`src/rtl/counter_nbit_ctl_if.sv`:
```
// Control/status bundle for counter_nbit_ctl: the controller drives the master side,
// and the counter drives the slave side.
interface counter_nbit_ctl_if #(
    parameter int WIDTH = 8
);
    logic             i_en;
    logic             i_clear;
    logic             i_load;
    logic [WIDTH-1:0] i_load_value;
    logic             i_down;
    logic             i_ovf_clr;
    logic [WIDTH-1:0] o_count;
    logic             o_at_limit;
    logic             o_tc;
    logic             o_overflow;

    modport master (
        output i_en, i_clear, i_load, i_load_value, i_down, i_ovf_clr,
        input  o_count, o_at_limit, o_tc, o_overflow
    );

    modport slave (
        input  i_en, i_clear, i_load, i_load_value, i_down, i_ovf_clr,
        output o_count, o_at_limit, o_tc, o_overflow
    );
endinterface

```
`src/rtl/counter_nbit_ctl.sv`:
```
// Parametrised up/down counter with modulus, wrap/saturate, enable prescaler,
// synchronous clear/load and terminal-count / sticky overflow flags.
module counter_nbit_ctl #(
    parameter int WIDTH     = 8,
    parameter int MAX_VALUE = 2**WIDTH - 1,
    parameter int PRESCALE  = 1,
    parameter int SATURATE  = 0
) (
    input  logic               i_clk,
    input  logic               i_reset,
    counter_nbit_ctl_if.slave  bus
);
    localparam int              PreWidth = (PRESCALE > 1) ? $clog2(PRESCALE) : 1;
    localparam logic [WIDTH-1:0]    MaxCount = WIDTH'(MAX_VALUE);
    localparam logic [PreWidth-1:0] PreLast  = PreWidth'(PRESCALE - 1);
    localparam bit                  SatMode  = (SATURATE != 0);

    logic [WIDTH-1:0]    count_q, count_d;
    logic [PreWidth-1:0] pre_q, pre_d;
    logic                tc_q, tc_d;
    logic                ovf_q, ovf_d;
    logic                step;
    logic                limitHit;

    always_ff @(posedge i_clk or posedge i_reset) begin
        if (i_reset) begin
            count_q <= '0;
            pre_q   <= '0;
            tc_q    <= 1'b0;
            ovf_q   <= 1'b0;
        end else begin
            count_q <= count_d;
            pre_q   <= pre_d;
            tc_q    <= tc_d;
            ovf_q   <= ovf_d;
        end
    end

    // Priority is clear > load > step; a limit event's overflow set beats ovf_clr.
    always_comb begin
        count_d  = count_q;
        pre_d    = pre_q;
        tc_d     = 1'b0;
        ovf_d    = ovf_q;
        step     = 1'b0;
        limitHit = 1'b0;

        if (bus.i_clear) begin
            count_d = '0;
            pre_d   = '0;
            ovf_d   = 1'b0;
        end else if (bus.i_load) begin
            count_d = (bus.i_load_value > MaxCount) ? MaxCount : bus.i_load_value;
            pre_d   = '0;
            if (bus.i_ovf_clr) ovf_d = 1'b0;
        end else begin
            if (bus.i_ovf_clr) ovf_d = 1'b0;

            if (bus.i_en) begin
                if (pre_q == PreLast) begin
                    pre_d = '0;
                    step  = 1'b1;
                end else begin
                    pre_d = pre_q + PreWidth'(1);
                end
            end

            if (step) begin
                if (!bus.i_down) begin
                    if (count_q == MaxCount) begin
                        limitHit = 1'b1;
                        count_d  = SatMode ? MaxCount : '0;
                    end else begin
                        count_d = count_q + WIDTH'(1);
                    end
                end else begin
                    if (count_q == '0) begin
                        limitHit = 1'b1;
                        count_d  = SatMode ? '0 : MaxCount;
                    end else begin
                        count_d = count_q - WIDTH'(1);
                    end
                end
            end

            if (limitHit) begin
                tc_d  = 1'b1;
                ovf_d = 1'b1;
            end
        end
    end

    assign bus.o_count    = count_q;
    assign bus.o_tc       = tc_q;
    assign bus.o_overflow = ovf_q;
    assign bus.o_at_limit = ((count_q == MaxCount) && !bus.i_down) ||
                            ((count_q == '0) && bus.i_down);
endmodule

```
`src/flat_wrapper.sv`:
```
// flat-port wrapper written by rule: the top's interface ports become plain ports
module counter_nbit_ctl_flat 
#(
    parameter int WIDTH     = 8,
    parameter int MAX_VALUE = 2**WIDTH - 1,
    parameter int PRESCALE  = 1,
    parameter int SATURATE  = 0
)
  (i_clk, i_reset, bus_i_en, bus_i_clear, bus_i_load, bus_i_load_value, bus_i_down, bus_i_ovf_clr, bus_o_count, bus_o_at_limit, bus_o_tc, bus_o_overflow);
  counter_nbit_ctl_if #(.WIDTH(WIDTH)) bus_i ();
  input  logic i_clk;
  input  logic i_reset;
  input wire logic [$bits(bus_i.i_en)-1:0] bus_i_en;
  input wire logic [$bits(bus_i.i_clear)-1:0] bus_i_clear;
  input wire logic [$bits(bus_i.i_load)-1:0] bus_i_load;
  input wire logic [$bits(bus_i.i_load_value)-1:0] bus_i_load_value;
  input wire logic [$bits(bus_i.i_down)-1:0] bus_i_down;
  input wire logic [$bits(bus_i.i_ovf_clr)-1:0] bus_i_ovf_clr;
  output wire logic [$bits(bus_i.o_count)-1:0] bus_o_count;
  output wire logic [$bits(bus_i.o_at_limit)-1:0] bus_o_at_limit;
  output wire logic [$bits(bus_i.o_tc)-1:0] bus_o_tc;
  output wire logic [$bits(bus_i.o_overflow)-1:0] bus_o_overflow;
  assign bus_i.i_en = bus_i_en;
  assign bus_i.i_clear = bus_i_clear;
  assign bus_i.i_load = bus_i_load;
  assign bus_i.i_load_value = bus_i_load_value;
  assign bus_i.i_down = bus_i_down;
  assign bus_i.i_ovf_clr = bus_i_ovf_clr;
  assign bus_o_count = bus_i.o_count;
  assign bus_o_at_limit = bus_i.o_at_limit;
  assign bus_o_tc = bus_i.o_tc;
  assign bus_o_overflow = bus_i.o_overflow;
  counter_nbit_ctl #(.WIDTH(WIDTH), .MAX_VALUE(MAX_VALUE), .PRESCALE(PRESCALE), .SATURATE(SATURATE)) u_core (.i_clk(i_clk), .i_reset(i_reset), .bus(bus_i));
endmodule
```
`config.mk`:
```
export PLATFORM = sky130hd
export DESIGN_NAME = counter_nbit_ctl_flat
export DESIGN_NICKNAME = d
export VERILOG_FILES = /design/src/rtl/counter_nbit_ctl_if.sv /design/src/rtl/counter_nbit_ctl.sv /design/src/flat_wrapper.sv
export SDC_FILE = /design/constraint.sdc
export NUM_CORES = 1
export LEC_CHECK = 0
export ABC_AREA = 1
export CAP_MARGIN = 15
export CORE_ASPECT_RATIO = 1.25
export CORE_MARGIN = 5
export CORE_UTILIZATION = 48
export CTS_CLUSTER_SIZE = 16
export DETAILED_ROUTE_END_ITERATION = 6
export PLACE_DENSITY = 0.85
export SYNTH_ARGS = -nofsm -noshare
export SYNTH_HDL_FRONTEND = slang
export SYNTH_SLANG_ARGS = --single-unit
```
`constraint.sdc`:
```
create_clock -name i_clk -period 1.45 [get_ports i_clk]
set_input_delay 0.29 -clock i_clk [delete_from_list [all_inputs] [get_ports i_clk]]
set_output_delay 0.29 -clock i_clk [all_outputs]
set_load 0.02 [all_outputs]
```
==> results of run 1 <==
## metal layers
metal	global-route usage, %	up-vias	part of all wire, %	wire length [microns]
met2	46.0	82	50	2000
li1	-	646	-	-
met4	17.9	0	5.6	223
met3	5.90	28	7.2	287
met5	0	-	0	0
met1	26.9	662	37	1500
## power by group through the flow
stage          logic (mW)  clock network, mW  registers, mW
2_1_floorplan       0.244                  0          0.358
3_3_place_gp        0.483                  0          0.329
3_5_place_dp        0.496                  0          0.332
4_1_cts             0.572              0.206          0.329
5_1_grt             0.689              0.227          0.333
6_report            0.642              0.206          0.330
## Yosys cell counts
master / count
nand2_2: 2
xor2_1: 2
nand4_1: 2
ha_1: 3
dfrtp_1: 10
nand2_1: 63
clkinv_1: 2
nor2_1: 8
clkbuf_2: 1
o21ai_1: 7
xnor2_1: 1
nand3_1: 23
nor3_2: 1
o21ai_0: 4
buf_2: 2
inv_1: 15
o22ai_1: 1
a21oi_1: 2
inv_2: 2
nor2_4: 2
nor2_2: 7
buf_6: 2
## worst paths after layout
check / start / end / slack (ns) / cells after the start
max: u_core.bus.o_count[0] / bus_o_at_limit / -0.27 / 7
min in group i_clk: u_core.bus.o_overflow / u_core.bus.o_overflow / 0.51 / 2
max in group asynchronous: i_reset / u_core.bus.o_count[1] / 0.83 / 2
max reg2reg: u_core.bus.o_count[0] / u_core.bus.o_count[4] / -0.20 / 12
min reg2reg: u_core.bus.o_overflow / u_core.bus.o_overflow / 0.51 / 2
min: i_reset / u_core.bus.o_count[7] / 0.31 / 2
## critical path, cell delays in order (launching register included)
cell	delay [ns]
dfrtp_2	0.45
inv_2	0.11
ha_4	0.14
nand2_4	0.05
nor2_4	0.16
o21ai_4	0.09
inv_2	0.05
buf_6	0.10
## kinds of logic after synthesis
family                     after synthesis
adders and majority gates                3
DFF                                     10
and+or+nand+nor                        108
xor gates and xnor gates                 3
AOI/OAI and AO/OA                       14
buffers and inverters                   24
## cell type report
class / instances / share of cell area [%]
clock buffer: 4 / 1.53
inverter: 19 / 4.16
multi-input combinational: 128 / 43.8
sequential: 10 / 14.9
tap: 20 / 1.46
timing repair buffer: 69 / 34.2
## state kept, by name, indices dropped and copies added, names as in the netlist
name,flops
u_core.bus.o_tc,1
u_core.bus.o_overflow,1
u_core.bus.o_count,8
## repair_timing
item | in CTS | in global routing
setup buffers | 7 | 6
hold buffers | 0 | 0
pin swaps | 17 | 1
gates resized for setup | 51 | 17
endpoints found under the setup margin | 17 | 16
==> flow_metrics.tcl, run 1 <==
set metrics [dict create \
    peakVddDrop_mv 0.564 \
    cts-root-buf "clkbuf_4" \
    cap_viol_max_count 0 \
    ys_warn_count 0 \
    max_freq_mhz 581 \
    io_buffers 25 \
    netlist-cell-type-count 22 \
    gp_congestion 0.897 \
    avgSynthCellArea_sq_um 6.03 \
    syn_nets 180 \
    wl_microns 4010 \
    fin_nets 249 \
    cellPowerDensity_nw_per_um2 687 \
    dp_hpwl_microns 2340 \
    clk_latency_ns 0.26 \
    hp-class "input port to async pin" \
    period_minus_slack_ns 1.72 \
    cts_tree "built" \
    synthMuxAreaShare_pct 0 \
    power.internal_mw 0.711 \
    dpl_worst_slack_ns -0.472 \
    antenna_found_initial 0 \
    maxSlewHeadroom_pct 72.4 \
    remaining_drc_errors 0 \
    final_common_cell "nand2_1" \
    switching_power_mw 0.467 \
    fin_hold_ws_ns 0.307 \
    io_pins 26 \
    hold_viol 0 \
    area_delta_synth_final_pct 75.5 \
    grt_pass1_wl_microns 6050 \
    grt_max_degree 11 \
    final_cells 250 \
    dr.pass1.iters 6 \
    place_area_sq_um 1460 \
    grt-ovfl-total 0 \
    worstSetupEndpointType "primary output" \
    synth_area_sq_um 977 \
    cp.arrival_ns 1.43 \
    vias 1418 \
    switching_share_pct 39.7 \
    synth_top_family_by_area "simple AND/OR/NAND/NOR gates" \
    fillers 94 \
    power_leakage_nw 0.889 \
    setup-violations-final 7 \
    yosysTopAreaCell "dfrtp_1" \
    grt_setup_unrepaired "true" \
    comb_power_share_pct 54.5 \
    track_usage_pct 25.9 \
    finalCritPeriodShare_pct 119 \
    design.core.area_sq_um 1960 \
    register_area_sq_um 255 \
    antenna_left 0 \
    fp.dieW_microns 50.4 \
    multi_input_area_sq_um 751 \
    yosys.area_share.simple_pct 49.4 \
    vias_per_cell 5.67 \
    start_util_pct 49.9 \
    worstMarginPinSlew_ns 0.413 \
    ys_top_cells_by_area "dfrtp_1, nand2_1, nand3_1" \
    htree_num_levels 1 \
    num_rows 18 \
    finalPower_mw 1.18 \
    clk_pin_slew_ns 0.07 \
    p_seq_share_pct 28.0 \
    cp.required_ns 1.16 \
    post-route-util_pct 87.5 \
    synth_cells 162 \
    grt_pass1_vias 1413 \
    synth_top_area_share_pct 25.6 \
    cp-start-kind "register" \
    die_y_microns 60.4 \
    clkSinkCount 10 \
    wl_per_cell_microns 16.0 \
    diodes 0 \
    finClkSkew_ns 0.00198 \
    p_clk_share_pct 17.5 \
    layout-drive-gt1-share_pct 39.1 \
    critPathMaxFanout 4 \
    synthAdderAreaFrac_pct 3.84 \
    dieArea_sq_um 3040 \
    worst_slack_ns -0.270 \
    setup_tns_ns -1.01 \
    post-route-cell-area_sq_um 1720 \
    slew_violations 0 \
    ys_ff_latch 10 \
    initialDrtViolationCount 52 \
    cts_buffers 3 \
    critPathKind "register to primary output" \
    layout_common_cells "nand2_1, buf_4, nand3_1" \
    clock_path_buffers 2 \
    status "finished with violations" \
    place_inst 234 \
    failed_checks "setup timing" \
    synth_xor_area_share_pct 2.69 \
    ys_seq_area_share_pct 25.6 \
    synth_compound_area_share_pct 7.30 \
]
Note: power is estimated with default switching activity, not from simulation.
==> inputs of run 2 (changes only) <==
- GPL_ROUTABILITY_DRIVEN: not set -> 0
- SKIP_CTS_REPAIR_TIMING: not set -> 1
==> run 2 against run 1 <==
  * Largest cell class unchanged
  * Hold slack better by 0.0029 ns
  * Critical path depth up 1
  * Cell count down 3.2%
  * The flow still finishes with violations (setup timing)
  * Routed wire length up 0.95%
==> flow_metrics.tcl, run 2 (synthesized netlist as in run 1, its figures left out) <==
set metrics [dict create \
    vias 1384 \
    largest_register_ffs 8 \
    io_buffers 25 \
    antenna_found_initial 0 \
    cts-root-buf "clkbuf_4" \
    power_leakage_nw 0.983 \
    cp.arrival_ns 1.44 \
    peakVddDrop_mv 0.560 \
    cp_slowest_stage_delay_ns 0.45 \
    slew_violations 0 \
    wl_per_cell_microns 16.7 \
    dr.pass1.iters 4 \
    setup-violations-final 7 \
    dp_hpwl_microns 2620 \
    reg2reg_depth 11 \
    maxSlewHeadroom_pct 73.1 \
    cts_buffers 3 \
    worstSetupEndpointType "primary output" \
    place_inst 234 \
    initialDrtViolationCount 86 \
    wl_microns 4050 \
    hp-class "input port to async pin" \
    critPathKind "register to primary output" \
    grt_setup_unrepaired "true" \
    status "finished with violations" \
    clkSinkCount 10 \
    remaining_drc_errors 0 \
    grt_pass1_vias 1265 \
    met2_usage_pct 43.1 \
    htree_num_levels 1 \
    layout_common_cells "nand2_1, buf_4, nand3_1" \
    cts_tree "built" \
    dieArea_sq_um 3040 \
    hold_viol 0 \
    die_y_microns 60.4 \
    cp-start-kind "register" \
    crit_buf_inv 2 \
    diodes 0 \
    fin_hold_ws_ns 0.310 \
    grt_use_met1_pct 20.9 \
    finalPower_mw 1.16 \
    finalCritPeriodShare_pct 120 \
    critical-path-top-delay-family "flip-flops" \
    num_rows 18 \
    grt_busiest_layer "met2" \
    cp.required_ns 1.16 \
    slowest_stage "dfrtp_2" \
    max_freq_mhz 577 \
    gr-usage-met3_pct 2.95 \
    period_minus_slack_ns 1.73 \
    design.core.area_sq_um 1960 \
    critPathMaxFanout 4 \
    area_delta_synth_final_pct 69.9 \
    layout-drive-gt1-share_pct 34.7 \
    finClkSkew_ns 0.00196 \
    post-route-util_pct 84.7 \
    track_usage_pct 21.9 \
    final_cells 242 \
    clk_latency_ns 0.27 \
    clk_pin_slew_ns 0.07 \
    vias_per_cell 5.72 \
    final_common_cell "nand2_1" \
    cap_viol_max_count 0 \
    grt-ovfl-total 0 \
    io_pins 26 \
    r2r_setup_slack_ns -0.21 \
    antenna_left 0 \
    crit_chain "ha_4, nand2_4, nor2_4, nand2_2, nand2_1, o21ai_2, inv_2, buf_4" \
    cellPowerDensity_nw_per_um2 701 \
    fin_nets 241 \
    start_util_pct 49.9 \
    clock_path_buffers 2 \
    failed_checks "setup timing" \
    grt_pass1_wl_microns 5140 \
    worst_slack_ns -0.283 \
    grt_max_degree 11 \
    r2r-start "u_core.bus.o_count[0]" \
    worstMarginPinSlew_ns 0.403 \
    rr_endpoint "u_core.bus.o_count[5]" \
    fp.dieW_microns 50.4 \
]
[run 2: changes by cell type in the layout (fill, tap and decap cells not counted), moves of 2 or more]
| cell | before | now |
|---|---|---|
| nor2_4 | 6 | 4 |
| clkdlybuf4s15_1 | 3 | 0 |
| o21ai_2 | 0 | 3 |
| o21ai_1 | 8 | 5 |
| nor2_2 | 3 | 5 |
| clkbuf_2 | 3 | 0 |
| buf_4 | 38 | 35 |
| dlymetal6s2s_1 | 0 | 10 |
| dlygate4sd2_1 | 2 | 0 |
| buf_6 | 6 | 2 |
[run 2: layout make-up]
type / instances / area [sq um]
fillers: 96 / 299
inverters: 19 / 71.3
multi-input cells: 128 / 733
well taps: 20 / 25.0
clock buffers: 4 / 26.3
flip-flops and latches: 10 / 254
repair buffers: 61 / 551
[run 2: routing by layer]
| layer | routed length (microns) | up-vias |
|---|---|---|
| li1 | - | 633 |
| met2 | 2130 | 76 |
| met5 | 0 | - |
| met1 | 1520 | 654 |
| met3 | 237 | 21 |
| met4 | 162 | 0 |
[run 2: worst register-to-register path, delay by kind of cell, from the launching register on]
| kind | cells | cell delay (ns) |
|---|---|---|
| adder cells (fa/ha/maj) | 1 | 0.17 |
| buffers and inverters | 2 | 0.20 |
| flip-flops | 1 | 0.43 |
| AND/OR/NAND/NOR | 8 | 0.76 |
[run 2: worst max-delay path by stage]
stage                                startpoint        endpoint  slack [ns]  depth (start not counted)
after detailed placement  u_core.bus.o_count[0]  bus_o_at_limit       -0.50                          8
after global routing      u_core.bus.o_count[0]  bus_o_at_limit       -0.34                          8
after CTS                 u_core.bus.o_count[0]  bus_o_at_limit       -0.79                          8
after floorplan           u_core.bus.o_count[1]  bus_o_at_limit       0.002                          7
after global placement               bus_i_down  bus_o_at_limit       -0.46                          6
final                     u_core.bus.o_count[0]  bus_o_at_limit       -0.28                          8
[run 2: power breakdown]
part / switching, mW / total, mW / internal [mW]
clock network: 0.108 / 0.215 / 0.107
logic: 0.331 / 0.617 / 0.286
registers: 0.0309 / 0.332 / 0.301
total: 0.470 / 1.16 / 0.694
[run 2: through the flow]
| step | setup TNS, ns | setup slack (ns) | instance area (sq um) |
|---|---|---|---|
| 2_1_floorplan | 0 | 0.00223 | 985 |
| 3_5_place_dp | -1.64 | -0.500 | 1460 |
| 5_1_grt | -1.65 | -0.341 | 1660 |
| 3_3_place_gp | -1.36 | -0.457 | 1460 |
| 4_1_cts | -3.21 | -0.791 | 1490 |
| 6_report | -1.09 | -0.283 | 1660 |
==> inputs of run 3 (changes only) <==
- GPL_ROUTABILITY_DRIVEN: 0 -> not set
==> run 3 against run 2 <==
  * The run still ends with setup timing left
  * Sequential cell count unchanged
  * Non-clock buffer count is 1 higher
  * Sequential share of layout area is essentially flat
  * Sequential power about the same
  * Via count fell by 1.9%
  * Largest power group unchanged
  * Combinational power shrank 2%
==> flow_metrics.tcl, run 3 (synthesized netlist as in run 1, its figures left out) <==
set metrics [dict create \
    status "finished with violations" \
    failed_checks "setup timing" \
    setup_tns_ns -1.06 \
    vias_per_cell 5.59 \
    antenna_found_initial 0 \
    antenna_left 0 \
    clk_pin_slew_ns 0.07 \
    num_rows 18 \
    final_common_cell "nand2_1" \
    finClkSkew_ns 0.00468 \
    start_util_pct 49.9 \
    cap_viol_max_count 0 \
    wl_microns 3820 \
    clock_path_buffers 2 \
    cp.required_ns 1.16 \
    gr-usage-met3_pct 3.93 \
    max_freq_mhz 573 \
    design.core.area_sq_um 1960 \
    cp-start-kind "register" \
    post-route-cell-area_sq_um 1660 \
    grt_setup_unrepaired "true" \
    cts-root-buf "clkbuf_4" \
    cp.arrival_ns 1.46 \
    cts_buffers 3 \
    setup-violations-final 7 \
    remaining_drc_errors 0 \
    critPathMaxFanout 4 \
    hp-class "input port to async pin" \
    grt-ovfl-total 0 \
    vias 1358 \
    io_pins 26 \
    layout-drive-gt1-share_pct 34.1 \
    fin_nets 242 \
    cts_tree "built" \
    initialDrtViolationCount 60 \
    r2r-start "u_core.bus.o_count[1]" \
    diodes 0 \
    post-route-util_pct 84.5 \
    r2r_setup_slack_ns -0.23 \
    wl_per_cell_microns 15.7 \
    hold_viol 0 \
    gp_congestion 0.897 \
    cellPowerDensity_nw_per_um2 696 \
    period_minus_slack_ns 1.75 \
    largest_register_ffs 8 \
    power_leakage_nw 0.974 \
    grt_use_met1_pct 21.8 \
    peakVddDrop_mv 0.544 \
    track_usage_pct 21.5 \
    layout_common_cells "nand2_1, buf_4, nand3_1" \
    die_y_microns 60.4 \
    clkSinkCount 10 \
    grt_pass1_wl_microns 5130 \
    grt_pass1_vias 1296 \
    grt_max_degree 11 \
    clk_latency_ns 0.27 \
    fp.dieW_microns 50.4 \
    dieArea_sq_um 3040 \
    htree_num_levels 1 \
    dr.pass1.iters 4 \
    worstSetupEndpointType "primary output" \
    maxSlewHeadroom_pct 70.7 \
    dp_hpwl_microns 2340 \
    worstMarginPinSlew_ns 0.439 \
    rr_endpoint "u_core.bus.o_count[6]" \
    finalCritPeriodShare_pct 120 \
    critPathKind "register to primary output" \
    area_delta_synth_final_pct 69.4 \
    dpl_worst_slack_ns -0.472 \
    met2_usage_pct 41.3 \
    worst_slack_ns -0.296 \
    grt_busiest_layer "met2" \
    place_area_sq_um 1460 \
    io_buffers 25 \
    slew_violations 0 \
    reg2reg_depth 12 \
]
[run 3: changes by cell type in the layout (fill, tap and decap cells not counted)]
cell / previous run / this run
nand2_1: 57 / 58
nor2_4: 4 / 3
o21ai_1: 5 / 6
nand2_4: 2 / 1
buf_6: 2 / 3
o21ai_2: 3 / 2
nor2_2: 5 / 6
[run 3: worst max-delay path by stage]
stage / startpoint / end / slack [ns] / depth (start not counted)
finish: u_core.bus.o_count[1] / bus_o_at_limit / -0.30 / 8
global route: u_core.bus.o_count[1] / bus_o_at_limit / -0.37 / 8
CTS: u_core.bus.o_count[0] / bus_o_at_limit / -0.75 / 8
detailed placement: bus_i_down / bus_o_at_limit / -0.47 / 6
global placement: bus_i_down / bus_o_at_limit / -0.46 / 6
floorplan: u_core.bus.o_count[1] / bus_o_at_limit / 0.002 / 7
[run 3: stage by stage]
stage	std cells	hold WS (ns)	power, mW
floorplan	162	0.130	0.602
global placement	234	0.482	0.812
detailed placement	234	0.492	0.828
CTS	238	0.318	1.03
global route	243	0.329	1.23
finish	243	0.309	1.15
[run 3: area by class of cell]
| type | count | area (sq um) |
|---|---|---|
| multi-input cells | 128 | 717 |
| flip-flops and latches | 10 | 254 |
| fillers | 101 | 304 |
| repair buffers | 62 | 562 |
| well taps | 20 | 25.0 |
| clock buffers | 4 | 26.3 |
| inverters | 19 | 71.3 |
[run 3: where the power goes]
group	internal (mW)	switching (mW)	total, mW
sequential	0.301	0.0314	0.333
clock	0.107	0.108	0.215
combinational	0.285	0.319	0.604
[run 3: worst max-delay path: stages (launching register included)]
cell	delay [ns]
dfrtp_2	0.44
ha_4	0.16
nand2_2	0.06
nor2_2	0.11
nand2_1	0.08
nand2_1	0.09
o21ai_2	0.08
inv_2	0.06
buf_6	0.10
[run 3: metal layers]
layer | vias to the layer above | wire, microns
met1 | 623 | 1460
met5 | - | 0
met2 | 76 | 1890
li1 | 630 | -
met3 | 29 | 214
met4 | 0 | 251
